**src/rtl/led_status_pkg.sv**
```systemverilog
// Shared definitions for the LED status blink code: frame geometry, the
// decoder FSM encoding and a saturating pulse-count helper.
package led_status_pkg;

    // Frame geometry of the blink line code
    localparam int FRAME_SLOTS    = 16;
    localparam int PULSE_SLOTS[3] = '{10, 12, 14};
    localparam int MAX_STATE      = 2;

    // Decoder FSM states
    typedef enum logic [2:0] {
        HUNT  = 3'd0,
        ARMED = 3'd1,
        PULSE = 3'd2,
        INTER = 3'd3,
        CLOSE = 3'd4,
        ERR   = 3'd5
    } fsm_state_t;

    // Pulse counter increment that sticks at 7; anything above 3 is already malformed
    function automatic logic [2:0] pcnt_inc(input logic [2:0] p);
        return (p == 3'd7) ? p : p + 3'd1;
    endfunction

endpackage

```
**src/rtl/led_in_sync.sv**
```systemverilog
// Brings the asynchronous LED input into the clock domain.
// Optional macro LED_DECODE_DEGLITCH_EN adds a 3-sample majority filter
// (two extra clocks of latency, single-clock glitches removed).
module led_in_sync (
    input  logic Clk,
    input  logic Rst_n,
    input  logic i_led,
    output logic o_s_in
);

    logic r_sync1;
    logic r_sync2;

    // Two-flop synchronizer
    always_ff @(posedge Clk or negedge Rst_n) begin
        if (!Rst_n) begin
            r_sync1 <= 1'b0;
            r_sync2 <= 1'b0;
        end else begin
            r_sync1 <= i_led;
            r_sync2 <= r_sync1;
        end
    end

`ifdef LED_DECODE_DEGLITCH_EN
    logic r_d1;
    logic r_d2;
    logic r_filt;

    // Majority of three consecutive samples; a lone sample can never win
    always_ff @(posedge Clk or negedge Rst_n) begin
        if (!Rst_n) begin
            r_d1   <= 1'b0;
            r_d2   <= 1'b0;
            r_filt <= 1'b0;
        end else begin
            r_d1   <= r_sync2;
            r_d2   <= r_d1;
            r_filt <= (r_sync2 & r_d1) | (r_sync2 & r_d2) | (r_d1 & r_d2);
        end
    end

    assign o_s_in = r_filt;
`else
    assign o_s_in = r_sync2;
`endif

endmodule

```
**src/rtl/led_blink_decoder.sv**
```systemverilog
// Receive side of the LED status blink code. Measures run lengths of the
// synchronized input and decodes 1/2/3 pulses into status 0/1/2.
// Optional macro LED_DECODE_DEGLITCH_EN enables the input majority filter.
module led_blink_decoder
    import led_status_pkg::*;
#(
    parameter int CNTR_TICK  = 4,
    parameter int TOL        = 1,
    parameter int GAP_SLOTS  = 8,
    parameter int LOSS_SLOTS = 40,
    parameter int RUN_W      = 8
) (
    input  logic       Clk,
    input  logic       Rst_n,
    input  logic       led_in,
    output logic [1:0] state,
    output logic       state_valid,
    output logic       frame_done,
    output logic       frame_err,
    output logic [7:0] err_cnt,
    output logic [2:0] o_dbg_fsm
);

    // Run lengths are compared one bit wider so the +1 never wraps
    localparam logic [RUN_W:0] WIN_LO   = (RUN_W+1)'(CNTR_TICK - TOL);
    localparam logic [RUN_W:0] WIN_HI   = (RUN_W+1)'(CNTR_TICK + TOL);
    localparam logic [RUN_W:0] GAP_RUN  = (RUN_W+1)'(GAP_SLOTS * CNTR_TICK - 1);
    localparam logic [RUN_W:0] LOSS_RUN = (RUN_W+1)'(LOSS_SLOTS * CNTR_TICK);

    logic             w_s_in;
    logic             r_s_prev;
    logic             w_rise;
    logic             w_fall;
    logic             w_low;
    logic             w_high;
    logic [RUN_W-1:0] r_run;
    logic [RUN_W:0]   w_run;
    logic             w_in_win;

    fsm_state_t       r_fsm;
    fsm_state_t       w_fsm_nxt;
    logic [2:0]       r_pcnt;
    logic [2:0]       w_pcnt_nxt;
    logic [1:0]       r_state;
    logic [1:0]       w_state_nxt;
    logic             r_valid;
    logic             w_valid_nxt;
    logic             r_done;
    logic             w_done_nxt;
    logic             r_err;
    logic             w_err_nxt;
    logic [7:0]       r_err_cnt;

    led_in_sync u_sync (
        .Clk    (Clk),
        .Rst_n  (Rst_n),
        .i_led  (led_in),
        .o_s_in (w_s_in)
    );

    assign w_rise   = w_s_in & ~r_s_prev;
    assign w_fall   = ~w_s_in & r_s_prev;
    // Steady levels: on an edge cycle w_run still describes the run that just ended
    assign w_low    = ~w_s_in & ~r_s_prev;
    assign w_high   = w_s_in & r_s_prev;
    // Clocks since the last edge (r_run is cleared to 0 the clock after an edge)
    assign w_run    = {1'b0, r_run} + {{RUN_W{1'b0}}, 1'b1};
    assign w_in_win = (w_run >= WIN_LO) && (w_run <= WIN_HI);

    // Edge history and saturating run-length counter
    always_ff @(posedge Clk or negedge Rst_n) begin
        if (!Rst_n) begin
            r_s_prev <= 1'b0;
            r_run    <= '0;
        end else begin
            r_s_prev <= w_s_in;
            if (w_rise || w_fall) begin
                r_run <= '0;
            end else if (r_run != {RUN_W{1'b1}}) begin
                r_run <= r_run + {{(RUN_W-1){1'b0}}, 1'b1};
            end
        end
    end

    // Next state plus next output values; strobes become visible in CLOSE/ERR
    always_comb begin
        w_fsm_nxt   = r_fsm;
        w_pcnt_nxt  = r_pcnt;
        w_state_nxt = r_state;
        w_valid_nxt = r_valid;
        w_done_nxt  = 1'b0;
        w_err_nxt   = 1'b0;
        case (r_fsm)
            HUNT: begin
                if (w_low && (w_run == GAP_RUN)) begin
                    w_fsm_nxt = ARMED;
                end
            end
            ARMED: begin
                if (w_rise) begin
                    w_fsm_nxt  = PULSE;
                    w_pcnt_nxt = 3'd1;
                end else if (w_low && (w_run == LOSS_RUN)) begin
                    w_valid_nxt = 1'b0;
                end
            end
            PULSE: begin
                if (w_fall) begin
                    if (w_in_win) begin
                        w_fsm_nxt = INTER;
                    end else begin
                        w_fsm_nxt   = ERR;
                        w_err_nxt   = 1'b1;
                        w_valid_nxt = 1'b0;
                    end
                end else if (w_high && (w_run > WIN_HI)) begin
                    w_fsm_nxt   = ERR;
                    w_err_nxt   = 1'b1;
                    w_valid_nxt = 1'b0;
                end
            end
            INTER: begin
                if (w_rise) begin
                    if (w_in_win) begin
                        w_fsm_nxt  = PULSE;
                        w_pcnt_nxt = pcnt_inc(r_pcnt);
                    end else begin
                        w_fsm_nxt   = ERR;
                        w_err_nxt   = 1'b1;
                        w_valid_nxt = 1'b0;
                    end
                end else if (w_low && (w_run == GAP_RUN)) begin
                    w_fsm_nxt = CLOSE;
                    if ((r_pcnt != 3'd0) && (r_pcnt <= 3'(MAX_STATE + 1))) begin
                        w_done_nxt  = 1'b1;
                        w_state_nxt = 2'(r_pcnt - 3'd1);
                        w_valid_nxt = 1'b1;
                    end else begin
                        w_err_nxt   = 1'b1;
                        w_valid_nxt = 1'b0;
                    end
                end
            end
            CLOSE:   w_fsm_nxt = ARMED;
            ERR:     w_fsm_nxt = HUNT;
            default: w_fsm_nxt = HUNT;
        endcase
    end

    // FSM, pulse counter and output registers
    always_ff @(posedge Clk or negedge Rst_n) begin
        if (!Rst_n) begin
            r_fsm     <= HUNT;
            r_pcnt    <= '0;
            r_state   <= '0;
            r_valid   <= 1'b0;
            r_done    <= 1'b0;
            r_err     <= 1'b0;
            r_err_cnt <= '0;
        end else begin
            r_fsm   <= w_fsm_nxt;
            r_pcnt  <= w_pcnt_nxt;
            r_state <= w_state_nxt;
            r_valid <= w_valid_nxt;
            r_done  <= w_done_nxt;
            r_err   <= w_err_nxt;
            if (w_err_nxt && (r_err_cnt != 8'hFF)) begin
                r_err_cnt <= r_err_cnt + 8'd1;
            end
        end
    end

    assign state       = r_state;
    assign state_valid = r_valid;
    assign frame_done  = r_done;
    assign frame_err   = r_err;
    assign err_cnt     = r_err_cnt;
    assign o_dbg_fsm   = r_fsm;

endmodule

```
**config.mk**
```make
export PLATFORM = sky130hd
export DESIGN_NAME = led_blink_decoder
export DESIGN_NICKNAME = d
export VERILOG_FILES = /design/src/rtl/led_status_pkg.sv /design/src/rtl/led_in_sync.sv /design/src/rtl/led_blink_decoder.sv
export SDC_FILE = /design/constraint.sdc
export NUM_CORES = 1
export LEC_CHECK = 0
export CORE_ASPECT_RATIO = 0.6
export CORE_MARGIN = 2
export CORE_UTILIZATION = 40
export CTS_BUF_LIST = sky130_fd_sc_hd__clkbuf_4 sky130_fd_sc_hd__clkbuf_8
export CTS_CLUSTER_DIAMETER = 30
export DETAILED_ROUTE_END_ITERATION = 16
export SYNTH_ARGS = -nofsm -noshare
export SYNTH_HDL_FRONTEND = slang
export SYNTH_HIERARCHICAL = 1
export SYNTH_SLANG_ARGS = --single-unit
```
**constraint.sdc**
```tcl
create_clock -name Clk -period 2.8 [get_ports Clk]
set_input_delay 0.42 -clock Clk [delete_from_list [all_inputs] [get_ports Clk]]
set_output_delay 0.42 -clock Clk [all_outputs]
set_load 0.005 [all_outputs]
```
==> results.md, run 1 <==
* # IOs at 19
* Most common cell after layout, fill and taps aside: dfrtp_1
* Unrepaired setup endpoints after global routing: no
* Top_reg_cell synth: dfrtp_1
* CTS tree: done
* Psw at 268 uW
* Peak supply drop at about 0.00027 V
* DIE AREA at ~5600 um^2
* Maxcap violations at 0
* Commonest non-fill, non-tap cells in the layout: dfrtp_1 (30), clkdlybuf4s50_1 (18), inv_1 (13), ha_1 (13)
* CTS Root Cell: clkbuf_8
* Cells after synthesis at 205
* Post-cts sizing count at 0
* Die H at 58.7 um
* Switch share at 0.277
* Antenna violations before repair at 0
* Hold slack at 0.353 ns
* Sequential power share at 0.480
* Post-CTS Setup Inserts at 0
* Crit Path Class: reg -> reg
* Int Pwr at 698 uW
* Fmax at 381 MHz
* Post-DR vias/cell at 5.52
* Max Buffers Root-to-Sink at 2
* CP max FO at 10
* Reg clk slew, reported paths at ~0.060 ns
* HPWL after DPL at 3.17 mm
* Ys Warns at 6
* Hold Fails Final Rpt at 0
* Leak at 1.02 nW
* Largest cells by area after synthesis: dfrtp_1 (38%), ha_1 (8.2%), mux2i_1 (3.0%)
* # H-tree levels at 2
* DR iter-0 viols at 103
* Initial core utilization at 0.425
* I/O Buffers at 18
* Worst Path Arrival at 2.79 ns
* Comb power frac at 0.154
* Die X at approximately 95 um
* DRC errors left at 0
* Core Area at 4680 um^2
* Top-area cell type share of the netlist area at 0.377
* Worst path required time at 2.97 ns
* R2R cell count at 6
* Synth Net Count at 221
* Wire per inst at 14.8 um
* Sequential-to-total area share from yosys stat at 0.377
* GRT Overall Usage at 0.170
* Area grow syn2layout at 18.0%
* Worst clock skew at 0.00728 ns
* Clock share of power at 0.366
* Number of enable flip-flop cells after synthesis at 0
* Final worst path period need at 2.62 ns
* Inst Count DP at 285
* Via count at around 1,600
* Synth cell types at 55
* ANT nets after route at 0
* Startpoint types: register
* Layout cell share with drive strength beyond 1 at 0.144
* Worst slew margin relative to its limit at 0.667
* Routability Congestion at 0.876
* Flops & latches, synth at 30
* Netlist Area Pre-Place at 1990 um^2
* R2r setup slk at 0.18 ns
* CTS Hold Bufs at 0
* Worst-Margin Slew at 0.487 ns
* CTS Sinks at 30
* FFs w/ async S/R, synth at 1.00
* Largest net degree at the start of global routing at 31
* Final setup violation count at 0
* Post-synth top area cell: dfrtp_1
* Non-filler cells, final at between 200 and 300
* Row count at 19
* Number of global-route vias before repair at ~1,500
* Pwr Density at 411 nW/um^2
* Setup TNS Final at 0 ns
* DRT Pass-1 Iters at 4
* Worst skew pair latency at 0.29 ns
* First-pass GRT wire length at just over 7 mm
* Critical Path Sink Type: register
* Congestion Overflow GR at 0
* Antenna cells at 0
* Syn avg cell area at slightly below 10 um^2
* Post-route cell area at 2350 um^2
* Tot Pwr at about 970 uW
* Placed Area at 2270 um^2
* Hold Path Class: reg -> reg
* Hold depth at 0
* CTS Buf Count at 5
* Nets at about 250
* Status: complete, no violations
* Detailed Route WL at 4.33 mm
* Tcrit/Tclk final at 0.937
* Slew Limit Fails at 0
==> area by class of cell <==
type,instances,area (um^2)
Clock buffer,7,83.8
Fill cell,435,2330
Inverter,13,48.8
Multi-Input combinational cell,150,1130
Sequential cell,30,751
Tap cell,63,78.8
Timing Repair Buffer,29,263
==> synth_stat cells (all sizes together), types with 3 or more instances <==
| master | instances |
|---|---|
| a21oi | 9 |
| and3 | 6 |
| buf | 9 |
| clkbuf | 3 |
| dfrtp | 30 |
| ha | 13 |
| inv | 13 |
| mux2 | 6 |
| mux2i | 6 |
| nand2 | 12 |
| nand2b | 8 |
| nand3 | 12 |
| nand4 | 5 |
| nor2 | 12 |
| nor3 | 3 |
| o21a | 4 |
| o21ai | 8 |
| o22a | 3 |
| xnor2 | 6 |
==> worst paths after layout <==
check / start / end
worst min register to register: u_sync/r_sync1$_DFF_PN0_ / u_sync/o_s_in$_DFF_PN0_
max in group asynchronous: Rst_n / state[0]$_DFFE_PN0P_
min in group asynchronous: Rst_n / r_run[3]$_DFFE_PN0P_
worst max register to register: r_run[1]$_DFFE_PN0P_ / err_cnt[7]$_DFFE_PN0P_
worst min-delay path: u_sync/r_sync1$_DFF_PN0_ / u_sync/o_s_in$_DFF_PN0_
worst max-delay path: r_run[1]$_DFFE_PN0P_ / err_cnt[7]$_DFFE_PN0P_
==> critical path: stages, from the launching register on <==
cell and delay (ns):
dfrtp_1 0.47, ha_1 0.31, or4_4 0.58, a22oi_4 0.33, a22oi_2 0.22, o2111ai_1 0.26
mux2_1 0.34
==> metal layers <==
layer  share of wire  GRT usage  up-vias
li1                -          -      791
met1            0.56      0.277      765
met2            0.36      0.205       50
met3           0.069     0.0487        6
met4           0.012     0.0580        0
met5               0          0        -
==> stage by stage <==
step,setup slack (ns),util
2_1_floorplan,0.317,-
3_3_place_gp,0.250,0.484
3_5_place_dp,0.196,0.484
4_1_cts,0.182,0.502
5_1_grt,0.0372,0.502
6_report,0.177,0.502
==> state kept, by name, summed over array words and instances (netlist names), 2 cells and up <==
signal     flops
o_dbg_fsm      3
r_run          8
state          2
err_cnt        8
r_pcnt         3
==> kinds of logic (layout without fill, tap and decap cells) <==
logic type / after synthesis / in the layout / share of synthesized area
buffers and inverters: 25 / 49 / 0.0578
flip-flops: 30 / 30 / 0.377
AND/OR/NAND/NOR: 70 / 70 / 0.197
AO/OA/AOI/OAI: 48 / 48 / 0.192
multiplexers: 12 / 12 / 0.0641
XOR/XNOR: 7 / 7 / 0.0308
adder cells (fa/ha/maj): 13 / 13 / 0.0817
==> power groups by stage <==
stage | combinational, mW | sequential, mW | clock (mW)
6_report | 0.149 | 0.464 | 0.353
5_1_grt | 0.168 | 0.466 | 0.381
4_1_cts | 0.149 | 0.464 | 0.361
3_5_place_dp | 0.147 | 0.472 | 0
3_3_place_gp | 0.149 | 0.471 | 0
2_1_floorplan | 0.109 | 0.465 | 0
No activity file was read; power rests on OpenSTA's default activity.
==> inputs of run 2 (changes only) <==
CAP_MARGIN = 20   (was default)
MAX_ROUTING_LAYER = met4   (was default)
==> results.md, run 2 (same netlist as run 1, synthesis figures left out) <==
* DRT Pass-1 Iters at 4
* Largest net degree at the start of global routing at 31
* Area grow syn2layout at 18.0%
* Worst slew margin relative to its limit at 0.667
* Post-CTS Setup Inserts at 0
* Commonest non-fill, non-tap cells in the layout: dfrtp_1 (30), clkdlybuf4s50_1 (18), inv_1 (13), ha_1 (13)
* Pwr Density at 409 nW/um^2
* Via count at ~1,600
* Tcrit/Tclk final at 0.936
* Switch share at 0.274
* Sequential power share at 0.482
* CTS Root Cell: clkbuf_8
* Max Buffers Root-to-Sink at 2
* Clock share of power at 0.363
* Int Pwr at 698 uW
* # IOs at 19
* Worst Path Arrival at 2.79 ns
* Final setup violation count at 0
* Reg clk slew, reported paths at 0.06 ns
* Hold Path Class: reg -> reg
* Peak supply drop at about 0.00027 V
* DR iter-0 viols at 108
* Comb power frac at 0.155
* Crit Path Class: reg -> reg
* CP max FO at 10
* ANT nets after route at 0
* Hold Fails Final Rpt at 0
* CTS Hold Bufs at 0
* Leak at ~1.0 nW
* Worst clock skew at 0.00692 ns
* Psw at 264 uW
* Row count at 19
* Nets at 245
* Worst skew pair latency at 0.29 ns
* Core Area at between 4000 and 5000 um^2
* Worst path required time at roughly 3.0 ns
* CTS tree: done
* Initial core utilization at 0.425
* CTS Sinks at 30
* Final worst path period need at 2.62 ns
* Number of global-route vias before repair at 1,453
* Fmax at 381 MHz
* Critical Path Sink Type: register
* Startpoint types: register
* First-pass GRT wire length at 7.16 mm
* GRT Overall Usage at 0.175
* Maxcap violations at 0
* Final design utilization at 0.502
* R2R cell count at 6
* I/O Buffers at 18
* Congestion Overflow GR at 0
* Setup TNS Final at 0 ns
* CTS Buf Count at 5
* Die H at 58.7 um
* Most common cell after layout, fill and taps aside: dfrtp_1
* Antenna violations before repair at 0
* Slew Limit Fails at 0
* Worst-Margin Slew at 0.487 ns
* Layout fillers at 435
* # H-tree levels at 2
* Unrepaired setup endpoints after global routing: no
* Post-cts sizing count at 0
* Antenna cells at 0
* Layout cell share with drive strength beyond 1 at 0.144
* Die X at 95.1 um
* Post-DR vias/cell at 5.51
* Routability Congestion at between 0.8 and 0.9
* DIE AREA at about 5600 um^2
* Detailed Route WL at about 4.3 mm
* Hold depth at 0
* Status: complete, no violations
* HPWL after DPL at approximately 3.2 mm
* Wire per inst at 14.8 um
* DRC errors left at 0
==> run 2: cell counts in the layout (fill, tap and decap cells not counted) <==
No cell type changed its count.
==> run 2: layer usage <==
| layer | global-route usage | wire (um) |
|---|---|---|
| met2 | 0.204 | 1590 |
| met3 | 0.0487 | 280 |
| met5 | - | 0 |
| met4 | 0.0580 | 53 |
| met1 | 0.278 | 2380 |
==> run 2: power by group through the flow <==
stage | registers (mW) | clock network [mW] | logic, mW
final | 0.464 | 0.349 | 0.149
after global routing | 0.466 | 0.381 | 0.168
after CTS | 0.464 | 0.361 | 0.149
after detailed placement | 0.472 | 0 | 0.147
after global placement | 0.471 | 0 | 0.149
after floorplan | 0.465 | 0 | 0.109
==> run 2: final timing paths <==
check / from / end / slack [ns]
setup / recovery: r_run[1]$_DFFE_PN0P_ / err_cnt[7]$_DFFE_PN0P_ / 0.18
hold / removal: u_sync/r_sync1$_DFF_PN0_ / u_sync/o_s_in$_DFF_PN0_ / 0.35
setup reg to reg: r_run[1]$_DFFE_PN0P_ / err_cnt[7]$_DFFE_PN0P_ / 0.18
hold reg to reg: u_sync/r_sync1$_DFF_PN0_ / u_sync/o_s_in$_DFF_PN0_ / 0.35
max in group asynchronous: Rst_n / state[0]$_DFFE_PN0P_ / 1.98
min in group asynchronous: Rst_n / r_run[3]$_DFFE_PN0P_ / 0.53
==> run 2: final cells by class <==
type                            instances  area, um^2  area share
Multi-Input combinational cell        150        1130       0.479
Tap cell                               63        78.8      0.0335
Inverter                               13        48.8      0.0208
Timing Repair Buffer                   29         263       0.112
Sequential cell                        30         751       0.319
Clock buffer                            7        83.8      0.0357
==> run 2: per-stage QoR <==
stage	worst slack, ns	instances	hold slack [ns]	area (um^2)	power, mW
floorplan	0.317	205	0.124	1990	0.575
global placement	0.250	285	0.333	2270	0.620
detailed placement	0.196	285	0.342	2270	0.619
CTS	0.182	292	0.356	2350	0.973
global route	0.0372	292	0.367	2350	1.01
finish	0.178	292	0.354	2350	0.962
==> run 2: worst max-delay path, cell delays in order, from the launching register on <==
cell,delay (ns)
dfrtp_1,0.46
ha_1,0.31
or4_4,0.58
a22oi_4,0.33
a22oi_2,0.22
o2111ai_1,0.26
mux2_1,0.34
